<file path="config.mk">
export PLATFORM = sky130hd
export DESIGN_NAME = hazard_ctrl
export DESIGN_NICKNAME = d
export VERILOG_FILES = /design/src/rtl/mips_pkg.sv /design/src/rtl/hazard_match.sv /design/src/rtl/hazard_ctrl.sv
export SDC_FILE = /design/constraint.sdc
export NUM_CORES = 1
export LEC_CHECK = 0
export ABC_AREA = 1
export CORE_UTILIZATION = 42
export CTS_BUF_LIST = sky130_fd_sc_hd__clkbuf_4
export CTS_CLUSTER_DIAMETER = 60
export CTS_CLUSTER_SIZE = 25
export DETAILED_ROUTE_END_ITERATION = 12
export PLACE_DENSITY = 0.72
export SLEW_MARGIN = 10
export SYNTH_ARGS = -nofsm -noshare
export SYNTH_HDL_FRONTEND = slang
export SYNTH_SLANG_ARGS = --single-unit
</file>
<file path="constraint.sdc">
create_clock -name clk -period 1.8 [get_ports clk]
set_clock_uncertainty 0.05 [all_clocks]
set_input_delay 0.36 -clock clk [delete_from_list [all_inputs] [get_ports clk]]
set_output_delay 0.36 -clock clk [all_outputs]
set_load 0.005 [all_outputs]
</file>
<file path="src/rtl/mips_pkg.sv">
// ============================================================================
// mips_pkg : shared types for the MIPS pipeline hazard controller
// Revision : 1.0
// ============================================================================
`default_nettype none

package mips_pkg;

  localparam int HZ_REG_AW = 5;

  typedef enum logic [1:0] {
    FWD_RF = 2'b00,
    FWD_W  = 2'b01,
    FWD_M  = 2'b10
  } t_fwd_sel;

  typedef enum logic [0:0] {
    HZ_RUN   = 1'b0,
    HZ_STALL = 1'b1
  } t_hz_state;

  typedef struct packed {
    logic                 valid;
    logic [HZ_REG_AW-1:0] dst;
    logic                 reg_write;
    logic                 mem_read;
  } t_hz_entry;

  localparam t_hz_entry HZ_BUBBLE = '0;

endpackage

`default_nettype wire

</file>
<file path="src/rtl/hazard_match.sv">
// ============================================================================
// hazard_match : RAW compare of one in-flight producer against one source reg
// Revision     : 1.0
// ============================================================================
`default_nettype none

module hazard_match
  import mips_pkg::*;
(
  input  t_hz_entry            entry,
  input  logic [HZ_REG_AW-1:0] src,
  input  logic                 uses,
  output logic                 match
);

  // Load-ness only matters to the caller, not to the compare itself
  logic unused_mem_read;
  assign unused_mem_read = entry.mem_read;

  assign match = uses & entry.valid & entry.reg_write &
                 (entry.dst != '0) & (entry.dst == src);

endmodule

`default_nettype wire

</file>
<file path="src/rtl/hazard_ctrl.sv">
// ============================================================================
// hazard_ctrl : forwarding selects, RAW/load-use stalls and branch/jump flushes
//               for the 5-stage core. Build macro: FWD_EN (forwarding enabled).
// Revision    : 1.0
// ============================================================================
`default_nettype none

module hazard_ctrl
  import mips_pkg::*;
#(
  parameter int REG_AW           = HZ_REG_AW,
  parameter int NUM_PIPE_ENTRIES = 3
) (
  input  logic              clk,
  input  logic              rst,
  input  logic [REG_AW-1:0] rs_D,
  input  logic [REG_AW-1:0] rt_D,
  input  logic              uses_rs_D,
  input  logic              uses_rt_D,
  input  logic [REG_AW-1:0] dst_D,
  input  logic              RegWrite_D,
  input  logic              MemRead_D,
  input  logic              Jump_D,
  input  logic              BeqValid_X,
  output logic              Stall_F,
  output logic              Stall_D,
  output logic              Flush_F,
  output logic              Flush_D,
  output logic [1:0]        fwd_a_X,
  output logic [1:0]        fwd_b_X
);

  t_hz_entry         x_q, m_q, w_q, d_entry;
  logic [REG_AW-1:0] rs_x, rt_x;
  logic              uses_rs_x, uses_rt_x;
  t_hz_state         state_q, state_d;
  logic [1:0]        cnt_q, cnt_d;

  logic rs_d_x, rt_d_x, rs_d_m, rt_d_m;
  logic rs_x_m, rt_x_m, rs_x_w, rt_x_w;
  logic stall, flush_f, flush_d;

  assign d_entry = '{valid: 1'b1, dst: dst_D, reg_write: RegWrite_D, mem_read: MemRead_D};

  hazard_match u_rs_d_x (.entry(x_q), .src(rs_D), .uses(uses_rs_D), .match(rs_d_x));
  hazard_match u_rt_d_x (.entry(x_q), .src(rt_D), .uses(uses_rt_D), .match(rt_d_x));
  hazard_match u_rs_d_m (.entry(m_q), .src(rs_D), .uses(uses_rs_D), .match(rs_d_m));
  hazard_match u_rt_d_m (.entry(m_q), .src(rt_D), .uses(uses_rt_D), .match(rt_d_m));
  hazard_match u_rs_x_m (.entry(m_q), .src(rs_x), .uses(uses_rs_x), .match(rs_x_m));
  hazard_match u_rt_x_m (.entry(m_q), .src(rt_x), .uses(uses_rt_x), .match(rt_x_m));
  hazard_match u_rs_x_w (.entry(w_q), .src(rs_x), .uses(uses_rs_x), .match(rs_x_w));
  hazard_match u_rt_x_w (.entry(w_q), .src(rt_x), .uses(uses_rt_x), .match(rt_x_w));

  always_comb begin
    state_d = state_q;
    cnt_d   = cnt_q;
    stall   = 1'b0;
    flush_f = 1'b0;
    flush_d = 1'b0;
    case (state_q)
      HZ_RUN: begin
`ifdef FWD_EN
        if ((rs_d_x | rt_d_x) & x_q.mem_read) stall = 1'b1;
`else
        // The youngest producer sets the stall length: X needs two cycles, M one
        if (rs_d_x | rt_d_x) begin
          stall   = 1'b1;
          state_d = HZ_STALL;
          cnt_d   = 2'd1;
        end else if (rs_d_m | rt_d_m) begin
          stall = 1'b1;
        end
`endif
      end
      HZ_STALL: begin
        stall = 1'b1;
        cnt_d = (cnt_q == 2'd0) ? 2'd0 : cnt_q - 2'd1;
        if (cnt_d == 2'd0) state_d = HZ_RUN;
      end
      default: begin
        state_d = HZ_RUN;
        cnt_d   = 2'd0;
      end
    endcase

    // A taken branch squashes both younger instructions and cancels any stall
    if (BeqValid_X) begin
      stall   = 1'b0;
      flush_f = 1'b1;
      flush_d = 1'b1;
      state_d = HZ_RUN;
      cnt_d   = 2'd0;
    end else if (stall) begin
      flush_d = 1'b1;
    end else if (Jump_D) begin
      flush_f = 1'b1;
    end
  end

  assign Stall_F = stall & ~rst;
  assign Stall_D = stall & ~rst;
  assign Flush_F = flush_f & ~rst;
  assign Flush_D = flush_d & ~rst;

`ifdef FWD_EN
  t_fwd_sel fwd_a_sel, fwd_b_sel;
  assign fwd_a_sel = rs_x_m ? FWD_M : (rs_x_w ? FWD_W : FWD_RF);
  assign fwd_b_sel = rt_x_m ? FWD_M : (rt_x_w ? FWD_W : FWD_RF);
  assign fwd_a_X   = rst ? FWD_RF : fwd_a_sel;
  assign fwd_b_X   = rst ? FWD_RF : fwd_b_sel;

  logic unused_m_match;
  assign unused_m_match = rs_d_m ^ rt_d_m;
`else
  assign fwd_a_X = FWD_RF;
  assign fwd_b_X = FWD_RF;

  logic unused_fwd_match;
  assign unused_fwd_match = rs_x_m ^ rt_x_m ^ rs_x_w ^ rt_x_w;
`endif

  always_ff @(posedge clk) begin
    if (rst) begin
      state_q   <= HZ_RUN;
      cnt_q     <= 2'd0;
      x_q       <= HZ_BUBBLE;
      m_q       <= HZ_BUBBLE;
      w_q       <= HZ_BUBBLE;
      rs_x      <= '0;
      rt_x      <= '0;
      uses_rs_x <= 1'b0;
      uses_rt_x <= 1'b0;
    end else begin
      state_q <= state_d;
      cnt_q   <= cnt_d;
      w_q     <= m_q;
      m_q     <= x_q;
      if (flush_d) begin
        x_q       <= HZ_BUBBLE;
        uses_rs_x <= 1'b0;
        uses_rt_x <= 1'b0;
      end else begin
        x_q       <= d_entry;
        rs_x      <= rs_D;
        rt_x      <= rt_D;
        uses_rs_x <= uses_rs_D;
        uses_rt_x <= uses_rt_D;
      end
    end
  end

  // Remaining stall cycles can never reach the depth of the tracked pipe
  always @(posedge clk) begin
    if (!rst) assert (int'(cnt_q) < NUM_PIPE_ENTRIES);
  end

endmodule

`default_nettype wire

</file>
After elaboration in Yosys (flattened, before gate mapping)
Index checks and enable logic that the tools add are counted.
{ "word_totals": {"reg_bits": 17, "latch_bits": 0, "mem_bits_rw": 0, "romBits": 0, "input_bits": 23, "output_inout_bits": 8, "elab_cells": 59, "mem_count": 0} }
{ "classes": {"addsub": 1, "n_mul": 0, "div_mod_pow": 0, "magnitude_cmp": 0, "eq_ne": 5, "shift": 0, "n_mux": 16, "bitwise_logic": 23, "reduce_logical": 6} }
{ "ops": {"columns": ["cell", "n"], "rows": [
  ["5-bit equality test", 4],
  ["1-bit bitwise AND", 19],
  ["1-bit two-way mux", 10],
  ["5-bit nonzero test", 2],
  ["8-bit two-way mux", 1],
  ["2-bit logical NOT", 2],
  ["2-bit two-way mux", 2],
  ["1-bit one-hot mux with 2 select lines", 2],
  ["2-bit one-hot mux with 2 select lines", 1],
  ["2-bit OR reduction", 2],
  ["2-bit inequality test (second input constant)", 1],
  ["1-bit NOT", 2],
  ["1-bit bitwise OR", 2],
  ["2-bit by 1-bit subtractor with 2-bit output (second input constant)", 1]
]} }

Logic depth before layout (Yosys ltp)
{ "depth": {"depth_word": 11, "ltp_mapped": 11, "mapped_depth_nobuf": 11} }

Hierarchy
From an unflattened synthesis, not the netlist that was laid out.
{ "unflattened": {"hier_cells": 210, "hier_area_um2": 1261.2} }
{ "by_module_without_submodules": {"columns": ["mod", "instances", "cells_per_inst", "area_per_inst_um2", "seq_area_each_um2"], "rows": [
  ["hazard_ctrl", 1, 78, 745.7, 380.4],
  ["hazard_match", 4, 33, 128.9, 0.0]
]} }

Worst setup path after synthesis
Ideal clock, no wire load.
{ "synth_timing": {"path_type": "input to output", "from": "in rt_D[4]", "to": "out Stall_F", "arrival_ps": 1150, "t_required_ps": 1390, "setup_slack_ps": 240, "stages": 9, "n_path_buf": 1, "path_cell_list": "xor2_1 > nor2_1 > nand3_2 > nand2_2 > nand2_4 > nand3_4 > nand2_1 > inv_1 > buf_4"} }
{ "synth_via": {"elab_chain_cells": 8, "elab_cells_between_ends": 11, "classes_between": "eq/ne (2); mux (4); bitwise (5)"} }
{ "synth_lines": {"columns": ["item", "line", "source"], "rows": [
  ["from (decl)", "hazard_ctrl.sv:17", "input logic [REG_AW-1:0] rt_D,"],
  ["5-bit equality test", "hazard_match.sv:21", "(entry.dst != '0) & (entry.dst == src);"],
  ["1-bit bitwise AND", "hazard_match.sv:21", null],
  ["1-bit bitwise OR", "hazard_ctrl.sv:70", "end else if (rs_d_m | rt_d_m) begin"],
  ["1-bit two-way mux", "hazard_ctrl.sv:70", null],
  ["1-bit two-way mux *", "hazard_ctrl.sv:66", "if (rs_d_x | rt_d_x) begin"],
  ["1-bit one-hot mux with 2 select lines *", "hazard_ctrl.sv:60", "case (state_q)"],
  ["1-bit two-way mux *", "hazard_ctrl.sv:87", "if (BeqValid_X) begin"],
  ["1-bit bitwise AND *", null, null],
  ["to (decl)", "hazard_ctrl.sv:25", "output logic Stall_F,"]
]} }
Every way passes the cells marked *; elsewhere a longest branch is shown, timed or not.

Worst setup path after layout
{ "layout_timing": {"from": "reg x_q[4] (netlist name)", "to": "out Flush_D"} }
{ "layout_via": {"elab_chain_cells": 9, "elab_cells_between_ends": 13, "classes_between": "eq/ne (2); mux (4); bitwise (6); reduce/logical (1)"} }
{ "layout_lines": {"columns": ["item", "line", "source"], "rows": [
  ["from (decl)", "hazard_ctrl.sv:33", "t_hz_entry x_q, m_q, w_q, d_entry;"],
  ["from (signal assigned)", "hazard_ctrl.sv:143", "x_q <= d_entry;"],
  ["5-bit nonzero test", "hazard_match.sv:21", null],
  ["1-bit bitwise AND", "hazard_match.sv:20", "assign match = uses & entry.valid & entry.reg_write &"],
  ["1-bit bitwise AND", "hazard_match.sv:21", null],
  ["1-bit bitwise OR *", "hazard_ctrl.sv:66", null],
  ["1-bit two-way mux *", "hazard_ctrl.sv:66", null],
  ["1-bit one-hot mux with 2 select lines *", "hazard_ctrl.sv:60", null],
  ["1-bit two-way mux *", "hazard_ctrl.sv:93", "end else if (stall) begin"],
  ["1-bit two-way mux *", "hazard_ctrl.sv:87", null],
  ["1-bit bitwise AND *", "hazard_ctrl.sv:103", "assign Flush_D = flush_d & ~rst;"],
  ["to (decl)", "hazard_ctrl.sv:28", "output logic Flush_D,"]
]} }
Marks and branches as above.

==> metrics.yaml <==
worst_setup_path:
  arrival_ns: 1.51
  worstPathMaxFanout: 4
  slowest_stage: "dfxtp_4"
  end_kind: "primary output"
  crit_chain: "inv_4, nand2_1, nand2_1, nor2_2, nand3_2, nand2_2, nand2_4, nand3_4, nor2_1, nor2_1, buf_2"
  critical_path_class: "reg2out"
  cpPeakStageDelay_ns: 0.39
  cpLargestDelayFamily: "simple AND/OR/NAND/NOR gates"
  worst-path-buf-inv: 2
  worstPathRequired_ns: 1.39
  crit_path_start_kind: "register"
die:
  die_y_um: 51.94
  ios: 31
  die_w_um: 51.94
  rows: 17
  start_util: 0.4601
  coreArea_sq_mm: 0.002276
  dieArea_sq_mm: 0.002697
timing:
  finalSetupTns_ns: -0.4084
  setup_violations: 4
  finalCritPeriodShare: 1.068
  rsz0062_at_grt: "true"
  finalHoldViolCount: 0
  fin_ws_ns: -0.1216
  fmaxAchievable_mhz: 520.4
  period_minus_slack_ns: 1.922
  maxSlewViolCount: 0
clock_tree:
  cts_sinks: 17
  clkLatencyLatePin_ns: 0.29
  root_buffer: "clkbuf_4"
  clockBufferDepth: 2
  clk_pin_slew_worst_paths_ns: 0.10
  cts_tree: "built"
  cts_buffers: 3
  cts_max_level: 1
final_layout:
  nets: 230
  drive_gt1_frac: 0.2476
  final_area_sq_mm: 0.001401
  final_cells: 234
  final_common_cell: "nand2_1"
  diodes: 0
  post-route-util: 0.6157
  final_cell_mix: "nand2_1 (52), inv_1 (27), nor2_1 (23)"
  area_growth_pct: 33.81
route:
  drt_iter0_markers: 29
  wl_per_cell_um: 9.765
  drt_wl_total_um: 2285
  drtAntennaViolNets: 0
  via_count: 1037
  drc_errors: 0
  viasPerCell: 4.432
  drtPass1Iterations: 5
placed_design:
  place_area_sq_mm: 0.001361
  gp_congestion: 0.8918
  portBuffers: 25
  dpl.cell_count: 228
  hpwlAfterDp_um: 1828
yosys:
  synth_cell_types: 22
  async_reset_ff_frac: 0
  synth_top_area_cell: "dfxtp_1"
  synth_seq_cells: 17
  netlist_top_cells_area: "dfxtp_1 (32%), nand2_1 (19%), inv_1 (11%), nor2_1 (8.6%), nand3_1 (4.3%)"
  syn_area_per_cell_sq_um: 6.160
  yosysSeqAreaShare: 0.3250
  ys.flop_type: "dfxtp_1"
  synth_warnings: 0
  yosysTopAreaCellShare: 0.3250
  synth_cells: 170
  synth-edff-count: 0
  netlist_area_sq_mm: 0.001047
grt:
  use_met2: 0.2927
  overflow: 0
  grt_usage: 0.1881
  grt_max_degree: 10
  met3_usage: 0.03509
  grt_pass1_wl_um: 3677
  first_global_vias: 887
  use_met1: 0.2504
  grt.busiest_layer: "met2"
  antenna_found_initial: 0
power_and_ir_drop:
  ir_drop_uv: 385.1
  powerDensity_mw_per_mm2: 547.6
  p_sw_uw: 206.5
  p_int_uw: 560.9
  pwr-share-clk: 0.287
  p_total_uw: 767.4
  comb_power_share: 0.194
  cellLeakagePower_nw: 0.7633
  switching_share: 0.2691
  seqPwrFrac: 0.519
job:
  drv_cap: 0
outcome:
  status: "finished, violations left"
  failed_checks: "setup timing"
worst_hold_path:
  hold_path.class: "reg2reg"
power groups by stage:
stage | sequential (mW) | clock [mW] | combinational, mW
2_1_floorplan | 0.403 | 0 | 0.0842
3_3_place_gp | 0.406 | 0 | 0.155
3_5_place_dp | 0.407 | 0 | 0.156
4_1_cts | 0.397 | 0.231 | 0.147
5_1_grt | 0.400 | 0.250 | 0.168
6_report | 0.398 | 0.221 | 0.149
per-layer routing:
metal	vias up	part of all wire
li1	560	-
met1	449	0.48
met2	26	0.47
met3	2	0.042
met4	0	0.0061
met5	-	0
through the flow:
stage          worst slack [ns]  hold WS [ns]
2_1_floorplan            0.2396        0.3666
3_3_place_gp            -0.7422        0.3760
3_5_place_dp            -0.7607        0.3803
4_1_cts                 -0.1262        0.3942
5_1_grt                 -0.2928        0.4090
6_report                -0.1216        0.3921
what timing repair did:
action / 4_1_cts / 5_1_grt
pin swaps: 10 / 2
gates resized for setup: 40 / 8
hold buffers: 0 / 0
buffers inserted: 1 / 1
endpoints found under the setup margin: 4 / 4
hold endpoints to repair: 0 / 0
flip-flops by register name, summed over array words and instances, names as in the netlist:
register,flops
x_q,7
m_q,7
cnt_q,2
state_q,1
synth_stat cells (2+ instances only):
library cell and number:
nor2_1 24, buf_4 5, dfxtp_1 17, nand2_1 54, inv_2 3, inv_1 31
nand3_1 9, nor2_2 5, xor2_1 3, nand2_2 2, a21oi_1 6
final cells by class:
type                       count  area (sq um)
fill                         228         874.6
inverter                      35         138.9
multi-input combinational    115         550.5
sequential                    17         356.6
tap                           28         35.03
timing repair buffer          35         290.3
clock buffer                   4         30.03
worst register-to-register path, delay by kind of cell (launching register included):
| kind | cells | cell delay (ns) |
|---|---|---|
| simple gates | 5 | 0.47 |
| flops | 1 | 0.35 |
| buf+inv | 6 | 0.62 |
final timing paths:
| path | startpoint | endpoint | slack (ns) | cells past startpoint |
|---|---|---|---|---|
| max | x_q[4] | Flush_D | -0.12 | 11 |
| min reg2reg | x_q[7] | m_q[7] | 0.39 | 2 |
| max reg2reg | x_q[3] | x_q[5] | 0.26 | 11 |
| min | x_q[7] | m_q[7] | 0.39 | 2 |
cell families (layout without fill, tap and decap cells):
family,Yosys count,count (layout),synth area share
AND/OR/NAND/NOR,101,101,0.4421
buffers and inverters,41,74,0.1708
flip-flops,17,17,0.3250
AO/OA/AOI/OAI,7,7,0.03345
XOR/XNOR,3,3,0.02509
other,1,4,0.003581
Note: power is estimated with default switching activity, not from simulation.
